**config.mk**
```make
export PLATFORM = sky130hd
export DESIGN_NAME = wide_add_sequencer
export DESIGN_NICKNAME = d
export VERILOG_FILES = /design/src/rtl/wide_add_sequencer.sv
export SDC_FILE = /design/constraint.sdc
export NUM_CORES = 1
export LEC_CHECK = 0
export CAP_MARGIN = 25
export CORE_UTILIZATION = 40
export CTS_CLUSTER_SIZE = 10
export DETAILED_ROUTE_END_ITERATION = 6
export PLACE_DENSITY = 0.69
export SYNTH_ARGS = -nofsm -noshare
export SYNTH_HDL_FRONTEND = slang
export SYNTH_SLANG_ARGS = --single-unit
```
**constraint.sdc**
```tcl
create_clock -name clk -period 3.5 [get_ports clk]
set_clock_uncertainty 0.2 [all_clocks]
set_input_delay 0.7 -clock clk [delete_from_list [all_inputs] [get_ports clk]]
set_output_delay 0.7 -clock clk [all_outputs]
set_load 0.02 [all_outputs]
```
**src/rtl/wide_add_sequencer.sv**
```systemverilog
// Multi-cycle wide adder: NUM_WORDS slices of BIT_WIDTH bits summed LSB-first through one shared adder.
// Optional macro WIDE_ADD_SUBTRACT_EN adds a 'sub' port for A-B (overflow = no-borrow).

module adder_nbit #(
    parameter int N = 4
) (
    input  logic [N-1:0] a_i,
    input  logic [N-1:0] b_i,
    input  logic         c_i,
    output logic [N-1:0] s_o,
    output logic         c_o
);
    assign {c_o, s_o} = {1'b0, a_i} + {1'b0, b_i} + {{N{1'b0}}, c_i};
endmodule

module wide_add_sequencer #(
    parameter int BIT_WIDTH = 4,
    parameter int NUM_WORDS = 4
) (
    input  logic                           clk,
    input  logic                           rst,
    input  logic                           start,
    input  logic [BIT_WIDTH*NUM_WORDS-1:0] a,
    input  logic [BIT_WIDTH*NUM_WORDS-1:0] b,
    input  logic                           carry_in,
`ifdef WIDE_ADD_SUBTRACT_EN
    input  logic                           sub,
`endif
    output logic                           busy,
    output logic                           done,
    output logic [BIT_WIDTH*NUM_WORDS-1:0] sum,
    output logic                           overflow
);
    localparam int IW = $clog2(NUM_WORDS);
    localparam logic [IW-1:0] LAST = IW'(NUM_WORDS - 1);

    typedef enum logic [1:0] {IDLE, ADD, DONE} state_t;

    typedef logic [NUM_WORDS-1:0][BIT_WIDTH-1:0] word_vec_t;

    state_t         state_q, state_d;
    word_vec_t      a_q, a_d, b_q, b_d, sum_q, sum_d;
    logic           carry_q, carry_d;
    logic           ovf_q, ovf_d;
    logic [IW-1:0]  idx_q, idx_d;

    logic [BIT_WIDTH-1:0] slice_s;
    logic                 slice_c;
    word_vec_t            b_in;
    logic                 cin_in;

    // The only adder in the design; every slice goes through it in turn.
    adder_nbit #(.N(BIT_WIDTH)) u_adder (
        .a_i (a_q[idx_q]),
        .b_i (b_q[idx_q]),
        .c_i (carry_q),
        .s_o (slice_s),
        .c_o (slice_c)
    );

    always_comb begin
        b_in   = b;
        cin_in = carry_in;
`ifdef WIDE_ADD_SUBTRACT_EN
        // A - B as A + ~B + 1
        if (sub) begin
            b_in   = ~b;
            cin_in = 1'b1;
        end
`endif
    end

    always_comb begin
        state_d = state_q;
        a_d     = a_q;
        b_d     = b_q;
        sum_d   = sum_q;
        carry_d = carry_q;
        ovf_d   = ovf_q;
        idx_d   = idx_q;
        case (state_q)
            IDLE: begin
                if (start) begin
                    state_d = ADD;
                    a_d     = a;
                    b_d     = b_in;
                    carry_d = cin_in;
                    idx_d   = '0;
                end
            end
            ADD: begin
                sum_d[idx_q] = slice_s;
                carry_d      = slice_c;
                if (idx_q == LAST) begin
                    state_d = DONE;
                    idx_d   = '0;
                    ovf_d   = slice_c;
                end else begin
                    idx_d = idx_q + 1'b1;
                end
            end
            DONE:    state_d = IDLE;
            default: state_d = IDLE;
        endcase
    end

    always_ff @(posedge clk or posedge rst) begin
        if (rst) begin
            state_q <= IDLE;
            a_q     <= '0;
            b_q     <= '0;
            sum_q   <= '0;
            carry_q <= 1'b0;
            ovf_q   <= 1'b0;
            idx_q   <= '0;
        end else begin
            state_q <= state_d;
            a_q     <= a_d;
            b_q     <= b_d;
            sum_q   <= sum_d;
            carry_q <= carry_d;
            ovf_q   <= ovf_d;
            idx_q   <= idx_d;
        end
    end

    assign busy     = (state_q != IDLE);
    assign done     = (state_q == DONE);
    assign sum      = sum_q;
    assign overflow = ovf_q;

endmodule

```
==> impl_metrics.env, run 1 <==
export IMPL_synth_xor_area_share_pct=0.3579
export IMPL_post_route_period_util_pct=78.55
export IMPL_htree_num_levels=2
export IMPL_worst_ir_drop_vdd_mv=0.5164
export IMPL_cts_tree="built"
export IMPL_yosys_warnings=0
export IMPL_syn_nets=212
export IMPL_num_io_pins=55
export IMPL_synthMuxAreaShare_pct=26.18
export IMPL_final_cell_mix="dfrtp_1, clkdlybuf4s50_1, mux2_2"
export IMPL_clk_pin_slew_ns=0.09
export IMPL_drt_wl_total_um=4383
export IMPL_syn_area_um2=2447
export IMPL_grt_max_degree=35
export IMPL_die_x_um=80.22
export IMPL_antenna_found_initial=0
export IMPL_wl_per_cell_um=14.56
export IMPL_r2r_slack_ns=0.75
export IMPL_grt_overflow=0
export IMPL_rsz0062_at_grt="no"
export IMPL_worstPathRequired_ns=3.46
export IMPL_cpMaxStageDelayCell="dfrtp_1"
export IMPL_p_per_area_nw_per_um2=1018
export IMPL_drtIter0Drc=41
export IMPL_drv_slew=0
export IMPL_clock_fmax_mhz=363.7
export IMPL_critPathCaptureType="flip-flop"
export IMPL_postCtsSetupBuffers=0
export IMPL_routed_via_count=1474
export IMPL_p_leak_nw=1.331
export IMPL_tightestPinTransition_ns=0.4612
export IMPL_clock_power_share_pct=11.1
export IMPL_maxCapViolCount=0
export IMPL_cp_max_fo=12
export IMPL_antennaDiodeCount=0
export IMPL_max_clock_path_buffers=2
export IMPL_numPlacedInstances=293
export IMPL_ctsHoldBuffers=0
export IMPL_cell_internal_pwr_w=0.002020
export IMPL_drc=0
export IMPL_start_util_pct=41.34
export IMPL_hp_class="reg2reg"
export IMPL_cts_sinks=54
export IMPL_finalSetupViolCount=0
export IMPL_final_cells=301
export IMPL_synth_area_per_cell_um2=14.65
export IMPL_portBuffers=54
export IMPL_drive_gt1_share_pct=27.88
export IMPL_routed_via_density=4.897
export IMPL_clk_latency_ns=0.30
export IMPL_ys_ff_latch=54
export IMPL_floorplan_rows=28
export IMPL_crit_chain="mux4_2 -> fa_1 -> fa_1 -> a21o_1 -> a21oi_1 -> o221ai_1"
export IMPL_status="completed"
export IMPL_crit_top_cell="fa_1"
export IMPL_synthSimpleGateAreaFrac_pct=5.368
export IMPL_synth_compound_area_share_pct=4.550
export IMPL_synth_cell_types=26
export IMPL_die_area_um2=6435
export IMPL_synth_top_area_share_pct=55.21
export IMPL_setup_tns_ns=0
export IMPL_die_h_um=80.22
export IMPL_p_comb_share_pct=52.7
export IMPL_fin_nets=270
export IMPL_crit_arrival_ns=2.71
export IMPL_yosysTopAreaCell="dfrtp_1"
export IMPL_synth_area_leaders="dfrtp_1, mux2_2, mux4_2"
export IMPL_seqPwrFrac_pct=36.3
export IMPL_grt_pass1_vias=1546
export IMPL_place_hpwl_um=3329
export IMPL_relSlewSlack_pct=69.25
export IMPL_worstSetupPathType="reg2reg"
export IMPL_drtAntennaViolNets=0
export IMPL_place_gp_congestion=0.8106
export IMPL_hold_violations=0
export IMPL_min_period_ns=2.749
export IMPL_drt_pass1_iterations=4
export IMPL_ys_seq_area_share_pct=55.21
export IMPL_synth_top_family_by_area="multiplexers"
export IMPL_slowest_delay_ns=0.64
export IMPL_start_kind="flip-flop"
export IMPL_sw_frac_of_total_pct=37.06
export IMPL_area_growth_syn_to_layout_pct=28.83
export IMPL_core_area_um2=5921
export IMPL_clockRootBuffer="clkbuf_8"
export IMPL_synthAdderAreaFrac_pct=5.215
export IMPL_p_sw_w=0.001189
export IMPL_p_total_w=0.003209
export IMPL_cts_buffers=5
export IMPL_post_cts_resized=0
export IMPL_grt_pass1_wl_um=7500
export IMPL_syn_inst=167
export IMPL_grt_total_usage_pct=15.70
## per-stage QoR
stage / worst slack (ns) / utilization [%] / hold slack (ns) / cell area (um^2)
2_1_floorplan: 0.7068 / - / 0.2751 / 2447
3_3_place_gp: 0.8275 / 51.65 / 0.2642 / 3058
3_5_place_dp: 0.7620 / 51.65 / 0.2711 / 3058
4_1_cts: 0.7318 / 53.25 / 0.2911 / 3153
5_1_grt: 0.6175 / 53.25 / 0.3245 / 3153
6_report: 0.7508 / 53.25 / 0.2861 / 3153
## state kept, by name, summed over array words and instances, names as in the netlist
register  flops
b_q          16
sum          16
a_q          16
state_q       2
carry_q       1
idx_q         2
overflow      1
## worst paths after layout
check	from	endpoint	depth (start not counted)
max	idx_q[1]	carry_q	6
min	sum[6]	sum[6]	2
max reg2reg	idx_q[1]	carry_q	6
min reg2reg	sum[6]	sum[6]	2
max in group asynchronous	rst	state_q[0]	3
min in group asynchronous	rst	sum[9]	2
## power by group through the flow
stage	Combinational, W	Clock (W)	Sequential [W]
after floorplan	0.00117	0	0.00120
after global placement	0.00168	0	0.00118
after detailed placement	0.00171	0	0.00119
after CTS	0.00172	0.000366	0.00117
after global routing	0.00187	0.000399	0.00121
final	0.00169	0.000355	0.00116
## routing by layer
layer  global-route usage (%)  share of wire (%)
met1                    20.46                 46
met3                    3.068                3.8
met4                    6.429                1.8
met5                        0                  0
met2                    25.64                 48
## cells by family (layout without fill, tap and decap cells)
logic type | Yosys count | in the layout
DFF | 54 | 54
muxes | 49 | 49
and+or+nand+nor | 24 | 24
AOI/OAI and AO/OA | 17 | 17
buffers and inverters | 13 | 72
adders and majority gates | 9 | 9
xor gates and xnor gates | 1 | 1
## worst max-delay path: cells and delay by family (launching register included)
kind / cells / cell delay, ns
fa+ha+maj: 2 / 0.85
flops: 1 / 0.64
compound gates: 3 / 0.52
mux: 1 / 0.40
## final cells by class
type	count	area, um^2
Clock buffer	6	82.58
Clock inverter	2	12.51
Fill cell	502	2768
Inverter	6	22.52
Multi-Input combinational cell	100	1020
Sequential cell	54	1351
Tap cell	75	93.84
Timing Repair Buffer	58	570.5
## Yosys cell counts, drive strengths merged
cell / number
o21ai: 6
nand2b: 1
xnor2: 1
mux4: 8
o21a: 1
o221ai: 1
nand2: 13
dfrtp: 54
or2: 1
o21bai: 1
fa: 2
nor3: 1
and3: 1
mux2i: 1
nand3b: 4
a21oi: 1
nor3b: 1
nor2: 1
o31ai: 5
buf: 7
a21o: 2
mux2: 40
nor2b: 1
inv: 6
ha: 7
No activity file was read; power rests on OpenSTA's default activity.
==> inputs of run 2 (changes only) <==
==> constraint.sdc (replaced) <==
create_clock -name clk -period 2.6 [get_ports clk]
set_clock_uncertainty 0.2 [all_clocks]
set_input_delay 0.52 -clock clk [delete_from_list [all_inputs] [get_ports clk]]
set_output_delay 0.52 -clock clk [all_outputs]
set_load 0.02 [all_outputs]
==> impl_metrics.env, run 2 (synthesized netlist as in run 1, its figures left out) <==
export IMPL_status="completed"
export IMPL_hp_class="in2async"
export IMPL_whs_ns=0.3004
export IMPL_drtAntennaViolNets=0
export IMPL_fin_nets=273
export IMPL_die_area_um2=6435
export IMPL_routed_via_count=1519
export IMPL_antennaDiodeCount=0
export IMPL_cts_tree="built"
export IMPL_p_per_area_nw_per_um2=1435
export IMPL_route_met3_wl_um=159
export IMPL_worstPathRequired_ns=2.58
export IMPL_drc=0
export IMPL_rsz0062_at_grt="yes"
export IMPL_drive_gt1_share_pct=30.70
export IMPL_final_common_cell="clkdlybuf4s50_1"
export IMPL_dr_wl_met2_um=2232
export IMPL_clk_pin_slew_ns=0.09
export IMPL_floorplan_rows=28
export IMPL_drt_wl_total_um=4456
export IMPL_routed_via_density=5.013
export IMPL_clk_latency_ns=0.30
export IMPL_cts_buffers=5
export IMPL_die_x_um=80.22
export IMPL_die_h_um=80.22
export IMPL_hold_violations=0
export IMPL_highest_signal_layer="met4"
export IMPL_cts_sinks=54
export IMPL_clock_fmax_mhz=395.4
export IMPL_htree_num_levels=2
export IMPL_grt_max_degree=39
export IMPL_post_route_period_util_pct=97.28
export IMPL_start_util_pct=41.34
export IMPL_p_leak_nw=1.367
export IMPL_grt_overflow=0
export IMPL_grt_pass1_vias=1538
export IMPL_core_area_um2=5921
export IMPL_finalSetupViolCount=0
export IMPL_worst_ir_drop_vdd_mv=0.6658
export IMPL_clockRootBuffer="clkbuf_8"
export IMPL_max_clock_path_buffers=2
export IMPL_crit_arrival_ns=2.51
export IMPL_relSlewSlack_pct=73.10
export IMPL_maxCapViolCount=0
export IMPL_min_period_ns=2.529
export IMPL_worstSetupPathType="reg2reg"
export IMPL_ctsHoldBuffers=0
export IMPL_wl_per_cell_um=14.71
export IMPL_drv_slew=0
export IMPL_drtIter0Drc=53
export IMPL_dpl_cell_area_um2=3110
export IMPL_place_gp_congestion=0.8102
export IMPL_tightestPinTransition_ns=0.4023
export IMPL_area_growth_syn_to_layout_pct=32.21
export IMPL_p_total_w=0.004642
export IMPL_critPathCaptureType="flip-flop"
export IMPL_grt_pass1_wl_um=7341
export IMPL_r2r_start="idx_q[0]"
export IMPL_drt_pass1_iterations=5
export IMPL_portBuffers=54
export IMPL_grt_total_usage_pct=15.51
export IMPL_m1WireLength_um=1992
export IMPL_num_io_pins=55
export IMPL_final_cell_mix="clkdlybuf4s50_1, dfrtp_1, mux2_2"
export IMPL_start_kind="flip-flop"
export IMPL_final_cell_area_um2=3236
export IMPL_place_hpwl_um=3351
export IMPL_cp_startpoint="idx_q[0]"
export IMPL_antenna_found_initial=0
export IMPL_cp_max_fo=5
run 2: cell type report:
type,count,area (um^2)
Clock inverter,1,30.03
Sequential cell,54,1353
Tap cell,75,93.84
Multi-Input combinational cell,100,1036
Fill cell,530,2685
Clock buffer,6,82.58
Timing Repair Buffer,61,618.1
Inverter,6,22.52
run 2: metal layers:
| metal | global-route usage (%) | vias up |
|---|---|---|
| li1 | - | 721 |
| met1 | 18.92 | 752 |
| met2 | 26.67 | 39 |
| met3 | 3.864 | 7 |
| met4 | 5.357 | 0 |
| met5 | 0 | - |
run 2: metrics by stage:
step	util, %	worst slack, ns	setup TNS (ns)	std cells
6_report	54.65	0.07084	0	303
2_1_floorplan	-	0.008878	0	167
3_3_place_gp	52.54	0.1127	0	296
3_5_place_dp	52.54	0.04692	0	296
5_1_grt	54.65	-0.01984	-0.01984	303
4_1_cts	54.44	0.02909	0	303
run 2: final timing paths:
path                             to  slack (ns)  depth (start not counted)
min                          sum[1]        0.30                          2
min reg2reg                 sum[14]        0.30                          2
max                         carry_q        0.07                          6
max reg2reg                 carry_q        0.07                          6
max in group asynchronous  idx_q[0]        1.37                          3
min in group clk            sum[14]        0.30                          2
run 2: repair_timing:
action | 4_1_cts | 5_1_grt
gates resized for setup | 0 | 3
setup buffers | 0 | 0
setup endpoints to repair | 0 | 8
run 2: worst max-delay path, stage by stage (launching register included):
cell and delay [ns]:
dfrtp_2 0.43, mux4_2 0.53, fa_2 0.39, fa_2 0.38, a21o_1 0.21, a21oi_2 0.16, o221ai_1 0.12
run 2: power by group:
| group | switching [W] | internal (W) | leakage [nW] | total (W) |
|---|---|---|---|---|
| clock network | 0.000260 | 0.000308 | 0.0573 | 0.000568 |
| logic | 0.00114 | 0.00139 | 0.665 | 0.00253 |
| registers | 0.000268 | 0.00128 | 0.645 | 0.00155 |
==> inputs of run 3 (changes only) <==
--- a/config.mk
+++ b/config.mk
@@ -5,7 +5,7 @@
 export SDC_FILE = /design/constraint.sdc
 export NUM_CORES = 1
 export LEC_CHECK = 0
-export CAP_MARGIN = 25
+export CAP_MARGIN = 20
 export CORE_UTILIZATION = 40
 export CTS_CLUSTER_SIZE = 10
 export DETAILED_ROUTE_END_ITERATION = 6
==> results of run 3 <==
Same layout as run 2: the final DEF is identical, and so are final timing and power.
